File: config.mk
export PLATFORM = sky130hd
export DESIGN_NAME = cpu_bus_responder
export DESIGN_NICKNAME = d
export VERILOG_FILES = /design/src/rtl/cpu_bus_responder.sv
export SDC_FILE = /design/constraint.sdc
export NUM_CORES = 1
export LEC_CHECK = 0
export CAP_MARGIN = 20
export CORE_UTILIZATION = 41
export CTS_CLUSTER_SIZE = 10
export DETAILED_ROUTE_END_ITERATION = 8
export GPL_TIMING_DRIVEN = 0
export PLACE_DENSITY = 0.78
export SLEW_MARGIN = 10
export SYNTH_ARGS = -nofsm -noshare
export SYNTH_HDL_FRONTEND = slang
export SYNTH_SLANG_ARGS = --single-unit
File: constraint.sdc
create_clock -name BUS_CLK -period 2 [get_ports BUS_CLK]
set_input_delay 0.4 -clock BUS_CLK [delete_from_list [all_inputs] [get_ports BUS_CLK]]
set_output_delay 0.4 -clock BUS_CLK [all_outputs]
set_load 0.005 [all_outputs]
File: src/rtl/cpu_bus_responder.sv
// cpu_bus_responder: slave end of the external CPU parallel bus, feeding four BRAM ports.
// Latency: pin to write strobe 2 cycles; pin to read data/OE READ_LATENCY+2 cycles.
// Backpressure: none; the CPU paces accesses, a new access is taken only from IDLE.
//
// Optional read path: define CPU_BUS_READBACK_EN to build RD_WAIT/RD_DRIVE and drive
// CPU_DATA_OUT/CPU_DATA_OE/BRAM_RD_SEL. Without it, RD is ignored and those outputs are 0.
//
// Ports:
//   BUS_CLK, RST_N           - bus clock (CKIO), async active-low reset
//   CPU_CS1_N/WE0_N/RD_N     - active-low bus strobes
//   CPU_ADDR[16:0]           - [16:15] BRAM select, [14:1] word address, [0] unused
//   CPU_DATA_IN/OUT/OE       - pin data in, read data out, pin driver enable
//   BRAM_WE[3:0]             - one-hot write strobe (0 ctl, 1 mod, 2 normal, 3 stm)
//   BRAM_ADDR/DIN/RD_SEL     - latched word address, write data, read mux select
//   BRAM_DOUT                - read data, valid READ_LATENCY cycles after address
//   MOD_PAGE, STM_PAGE       - page-offset registers written via the controller window
module cpu_bus_responder #(
    parameter int                    ADDR_WIDTH      = 14,
    parameter int                    DATA_WIDTH      = 16,
    parameter int                    READ_LATENCY    = 2,
    parameter logic [ADDR_WIDTH-1:0] MOD_OFFSET_ADDR = 14'h0020,
    parameter logic [ADDR_WIDTH-1:0] STM_OFFSET_ADDR = 14'h0021
) (
    input  logic                  BUS_CLK,
    input  logic                  RST_N,
    input  logic                  CPU_CS1_N,
    input  logic                  CPU_WE0_N,
    input  logic                  CPU_RD_N,
    input  logic [ADDR_WIDTH+2:0] CPU_ADDR,
    input  logic [DATA_WIDTH-1:0] CPU_DATA_IN,
    output logic [DATA_WIDTH-1:0] CPU_DATA_OUT,
    output logic                  CPU_DATA_OE,
    output logic [3:0]            BRAM_WE,
    output logic [ADDR_WIDTH-1:0] BRAM_ADDR,
    output logic [DATA_WIDTH-1:0] BRAM_DIN,
    output logic [1:0]            BRAM_RD_SEL,
    input  logic [DATA_WIDTH-1:0] BRAM_DOUT,
    output logic                  MOD_PAGE,
    output logic [4:0]            STM_PAGE
);

    typedef enum logic [1:0] {
        IDLE     = 2'd0,
        WR_HOLD  = 2'd1
`ifdef CPU_BUS_READBACK_EN
        ,
        RD_WAIT  = 2'd2,
        RD_DRIVE = 2'd3
`endif
    } state_t;

    // Input stage: one register on every pin, strobes kept active-low as on the pins.
    logic                  cs_n_q, cs_n_d;
    logic                  we_n_q, we_n_d;
    logic [1:0]            sel_in_q, sel_in_d;
    logic [ADDR_WIDTH-1:0] addr_in_q, addr_in_d;
    logic [DATA_WIDTH-1:0] data_in_q, data_in_d;

    state_t                state_q, state_d;
    logic [3:0]            bram_we_q, bram_we_d;
    logic [ADDR_WIDTH-1:0] bram_addr_q, bram_addr_d;
    logic [DATA_WIDTH-1:0] bram_din_q, bram_din_d;
    logic                  mod_page_q, mod_page_d;
    logic [4:0]            stm_page_q, stm_page_d;

    logic                  cs_act;
    logic                  we_act;
    logic                  unused_pins;

`ifdef CPU_BUS_READBACK_EN
    localparam logic [1:0] LAT_LAST = 2'(READ_LATENCY - 1);

    logic                  rd_n_q, rd_n_d;
    logic                  rd_act;
    logic [1:0]            rd_sel_q, rd_sel_d;
    logic [1:0]            lat_cnt_q, lat_cnt_d;
    logic [DATA_WIDTH-1:0] data_out_q, data_out_d;
    logic                  data_oe_q, data_oe_d;

    assign rd_act      = ~rd_n_q;
    assign unused_pins = CPU_ADDR[0];
`else
    assign unused_pins = ^{CPU_ADDR[0], CPU_RD_N, BRAM_DOUT};
`endif

    assign cs_act = ~cs_n_q;
    assign we_act = ~we_n_q;

    always_comb begin
        cs_n_d    = CPU_CS1_N;
        we_n_d    = CPU_WE0_N;
        sel_in_d  = CPU_ADDR[ADDR_WIDTH+2:ADDR_WIDTH+1];
        addr_in_d = CPU_ADDR[ADDR_WIDTH:1];
        data_in_d = CPU_DATA_IN;
`ifdef CPU_BUS_READBACK_EN
        rd_n_d    = CPU_RD_N;
`endif
    end

    always_comb begin
        state_d     = state_q;
        bram_we_d   = 4'b0000;
        bram_addr_d = bram_addr_q;
        bram_din_d  = bram_din_q;
        mod_page_d  = mod_page_q;
        stm_page_d  = stm_page_q;
`ifdef CPU_BUS_READBACK_EN
        rd_sel_d    = rd_sel_q;
        lat_cnt_d   = lat_cnt_q;
        data_out_d  = data_out_q;
        data_oe_d   = data_oe_q;
`endif
        case (state_q)
            IDLE: begin
                // Write takes priority over a simultaneous read.
                if (cs_act && we_act) begin
                    bram_addr_d = addr_in_q;
                    bram_din_d  = data_in_q;
                    bram_we_d   = 4'b0001 << sel_in_q;
                    if (sel_in_q == 2'd0 && addr_in_q == MOD_OFFSET_ADDR) begin
                        mod_page_d = data_in_q[0];
                    end
                    if (sel_in_q == 2'd0 && addr_in_q == STM_OFFSET_ADDR) begin
                        stm_page_d = data_in_q[4:0];
                    end
                    state_d = WR_HOLD;
                end
`ifdef CPU_BUS_READBACK_EN
                else if (cs_act && rd_act) begin
                    bram_addr_d = addr_in_q;
                    rd_sel_d    = sel_in_q;
                    lat_cnt_d   = 2'd0;
                    state_d     = RD_WAIT;
                end
`endif
            end
            // Park here until the CPU lets go so a long WE gives a single strobe.
            WR_HOLD: begin
                if (!we_act || !cs_act) begin
                    state_d = IDLE;
                end
            end
`ifdef CPU_BUS_READBACK_EN
            RD_WAIT: begin
                // Abort is checked first: a CS release wins over a same-cycle capture.
                if (!cs_act) begin
                    state_d = IDLE;
                end else if (lat_cnt_q == LAT_LAST) begin
                    data_out_d = BRAM_DOUT;
                    data_oe_d  = 1'b1;
                    state_d    = RD_DRIVE;
                end else begin
                    lat_cnt_d = lat_cnt_q + 2'd1;
                end
            end
            RD_DRIVE: begin
                // Data stays on the output register after OE drops.
                if (!rd_act || !cs_act) begin
                    data_oe_d = 1'b0;
                    state_d   = IDLE;
                end
            end
`endif
            default: begin
                state_d = IDLE;
            end
        endcase
    end

    always_ff @(posedge BUS_CLK or negedge RST_N) begin
        if (!RST_N) begin
            cs_n_q      <= 1'b1;
            we_n_q      <= 1'b1;
            sel_in_q    <= '0;
            addr_in_q   <= '0;
            data_in_q   <= '0;
            state_q     <= IDLE;
            bram_we_q   <= '0;
            bram_addr_q <= '0;
            bram_din_q  <= '0;
            mod_page_q  <= 1'b0;
            stm_page_q  <= '0;
`ifdef CPU_BUS_READBACK_EN
            rd_n_q      <= 1'b1;
            rd_sel_q    <= '0;
            lat_cnt_q   <= '0;
            data_out_q  <= '0;
            data_oe_q   <= 1'b0;
`endif
        end else begin
            cs_n_q      <= cs_n_d;
            we_n_q      <= we_n_d;
            sel_in_q    <= sel_in_d;
            addr_in_q   <= addr_in_d;
            data_in_q   <= data_in_d;
            state_q     <= state_d;
            bram_we_q   <= bram_we_d;
            bram_addr_q <= bram_addr_d;
            bram_din_q  <= bram_din_d;
            mod_page_q  <= mod_page_d;
            stm_page_q  <= stm_page_d;
`ifdef CPU_BUS_READBACK_EN
            rd_n_q      <= rd_n_d;
            rd_sel_q    <= rd_sel_d;
            lat_cnt_q   <= lat_cnt_d;
            data_out_q  <= data_out_d;
            data_oe_q   <= data_oe_d;
`endif
        end
    end

    assign BRAM_WE   = bram_we_q;
    assign BRAM_ADDR = bram_addr_q;
    assign BRAM_DIN  = bram_din_q;
    assign MOD_PAGE  = mod_page_q;
    assign STM_PAGE  = stm_page_q;

`ifdef CPU_BUS_READBACK_EN
    assign BRAM_RD_SEL  = rd_sel_q;
    assign CPU_DATA_OUT = data_out_q;
    assign CPU_DATA_OE  = data_oe_q;
`else
    assign BRAM_RD_SEL  = 2'd0;
    assign CPU_DATA_OUT = '0;
    assign CPU_DATA_OE  = 1'b0;
`endif

endmodule

==> key figures <==
Run status
  – Result of the run: complete, no violations

Floorplan
  – Initial Util: 0.431
  – DIE AREA: 6620 sq um
  – Chip Width: 81.4 um
  – Core Footprint: 5990 sq um
  – Number of I/O pins: 113
  – Die height: 81.4 um
  – Core Rows: 28

Clock tree
  – H-tree depth: 3
  – CTS tree: done
  – Clock tree buffer depth: 2
  – Post-CTS setup repair buffer count: 0
  – Clock Sink Count: 75
  – Cell chosen for the clock root: clkbuf_8
  – Source-to-sink clock delay at the later pin of the worst-skew pair: 0.33 ns
  – Count of hold-fix buffers inserted at cts: 0
  – Reg clk slew, reported paths: 0.07 ns
  – Cts bufs inserted: 9

Global routing
  – Antenna violations before repair: 0
  – Leftover overflow at the end of global routing: 0
  – Overall fraction of global-route tracks in use: 0.151
  – Via count of the first global-routing pass: 1447
  – First-pass GRT wire length: 7.04 mm
  – Maximum number of pins on one net before global-route repair: 41

Worst setup path
  – Crit path arrival time: 2.05 ns
  – Maximum fanout along the worst path: 5
  – Worst setup path category: reg -> reg
  – Required arrival time at the worst endpoint: 2.22 ns
  – Nature of the critical path startpoint: flop
  – Cell chain of the critical path: nor2_1 > ha_2 > nor4b_1 > and4_2 > nand2_4 > mux2_4
  – Slowest library cell on the worst path: dfstp_2
  – Endpoint class of the critical path: flop
  – Slowest cell delay on critical path: 0.37 ns

Final layout
  – Post-layout instance count excluding filler cells: 337
  – Top library cells by usage in the layout, fill and taps aside: clkdlybuf4s50_1, dfrtp_1, mux2_2, buf_4, conb_1
  – Synthesis-to-layout area growth: 43.4%
  – Filler Cells Inserted: 482
  – Commonest non-fill, non-tap cell in the layout: clkdlybuf4s50_1
  – Number of nets at the end of the flow: 312
  – Fraction of layout instances using a drive strength above 1: 0.286
  – Count of antenna diodes in the layout: 0

STA
  – Headroom to the max-slew limit: 0.576
  – Hold Vio Cnt, Final: 0
  – Ratio of final minimum period to clock period: 0.914
  – Unrepaired setup endpoints after global routing: false
  – # setup viols final: 0
  – Maximum clock frequency: 0.547 GHz
  – Final count of pins violating max slew: 0
  – Setup Skew: 0.00876 ns
  – Total negative slack: 0 ns
  – Min cycle time layout: 1.83 ns
  – Least-Margin Pin Slew: 0.636 ns

Min path
  – Class of the worst hold path: in -> async

Drt
  – Count of nets left with antenna violations after detail routing: 0
  – Via count of the routed design: 1490
  – Number of DRC markers in iteration 0: 55
  – Residual DRC: 0
  – Total detailed-routing wirelength: 4.44 mm
  – Via density per instance: 4.42
  – Detailed-router iteration count before antenna repair: 2
  – Routed wire per std cell: 13.2 um

Placement
  – Placed cells: 321
  – Post-DP HPWL: 3.20 mm
  – Number of buffers inserted by port buffering: 75
  – Gpl congestion: 0.685

Power
  – Worst vdd rail ir drop: 0.771 mV
  – Leakage: 1.68 nW
  – Pwr/cell area: 1190 nW/um^2

Yosys
  – Mean instance size in the synthesized netlist: 17.0 sq um
  – Synth Cell Area: 2580 sq um
  – Count of different cell masters after synthesis: 22
  – Sequential element share of the synthesized area: 0.727
  – Synthesized netlist cell count: 152
  – Flip-flop and latch count after synthesis: 75
  – Synthesis warning total: 0

Flow run
  – Max-cap violations: 0
-- sequential cells by signal, summed over array words and instances (netlist names), 2 cells and up --
name / cells
BRAM_ADDR: 14
BRAM_DIN: 16
BRAM_WE: 4
STM_PAGE: 5
addr_in_q: 14
data_in_q: 16
sel_in_q: 2
-- routing by layer --
layer,track usage,vias up,part of all wire
li1,-,688,-
met1,0.174,732,0.41
met2,0.247,62,0.50
met3,0.0506,8,0.074
met4,0.0857,0,0.017
met5,0,-,0
-- where the power goes --
group          total (mW)  switching, mW  internal (mW)
clock                1.10          0.491          0.611
sequential           2.07          0.190           1.88
combinational        1.22          0.343          0.881
-- cell type report --
type                    count  area (sq um)  area share
clock inverters             2          35.0     0.00946
clock buffers              14           153      0.0412
repair buffers             76           768       0.207
well taps                  75          93.8      0.0253
flip-flops and latches     75          1880       0.507
inverters                   1          3.75     0.00101
multi-input cells          72           616       0.166
plain buffers              22           156      0.0422
-- worst paths after layout --
check | slack, ns | depth (start not counted) | endpoint | from
setup / recovery | 0.17 | 6 | STM_PAGE[1] | cs_n_q
max in group asynchronous | 1.38 | 2 | cs_n_q | RST_N
hold reg to reg | 0.48 | 1 | BRAM_DIN[8] | data_in_q[8]
min in group BUS_CLK | 0.47 | 1 | cs_n_q | CPU_CS1_N
setup reg to reg | 0.17 | 6 | STM_PAGE[1] | cs_n_q
hold / removal | 0.01 | 1 | BRAM_WE[3] | RST_N
-- per-stage QoR --
stage | area, sq um | setup WS, ns | power [mW] | utilization | hold slack [ns]
detailed placement | 3510 | 0.155 | 3.34 | 0.586 | 0.386
global route | 3700 | 0.0114 | 4.67 | 0.618 | 0.0267
floorplan | 2650 | 0.375 | 2.51 | - | 0.104
finish | 3700 | 0.171 | 4.40 | 0.618 | 0.00962
global placement | 3500 | -1.89 | 3.29 | 0.584 | 0.457
CTS | 3700 | 0.104 | 4.47 | 0.618 | 0.0165
-- critical path, delay by kind of cell, from the launching register on --
kind,cells,cell delay (ns)
simple gates,4,0.79
flops,1,0.37
mux,1,0.31
fa+ha+maj,1,0.24
-- cell usage after synthesis --
cell | instances | share of area
nor3_1 | 2 | 0.0039
mux2_2 | 30 | 0.13
nor3b_1 | 1 | 0.0029
buf_2 | 2 | 0.0039
nand2_1 | 2 | 0.0029
conb_1 | 1 | 0.0015
inv_1 | 1 | 0.0015
nor4_1 | 2 | 0.0048
and3_1 | 1 | 0.0024
clkbuf_1 | 1 | 0.0015
dfstp_2 | 2 | 0.020
nand2_4 | 1 | 0.0044
xnor2_1 | 1 | 0.0034
mux2_1 | 1 | 0.0044
mux2_4 | 5 | 0.029
nand2b_1 | 1 | 0.0024
and4_1 | 1 | 0.0034
ha_1 | 1 | 0.0048
buf_4 | 19 | 0.055
nor2_1 | 2 | 0.0029
dfrtp_1 | 73 | 0.71
nor4b_1 | 2 | 0.0068
-- timing repair --
action | 4_1_cts | 5_1_grt
setup endpoints to repair | 0 | 6
resized for setup | 0 | 2
endpoints found under the hold margin | 0 | 0
-- kinds of logic (layout without fill, tap and decap cells) --
| family | count (synthesis) | count (layout) | synth area share |
|---|---|---|---|
| flops | 75 | 75 | 0.727 |
| other cells | 1 | 19 | 0.00145 |
| fa+ha+maj | 1 | 1 | 0.00484 |
| buf+inv | 23 | 115 | 0.0620 |
| xor+xnor | 1 | 1 | 0.00339 |
| simple gates | 15 | 15 | 0.0368 |
| mux | 36 | 36 | 0.164 |
Power figures use the tool's default switching activity.
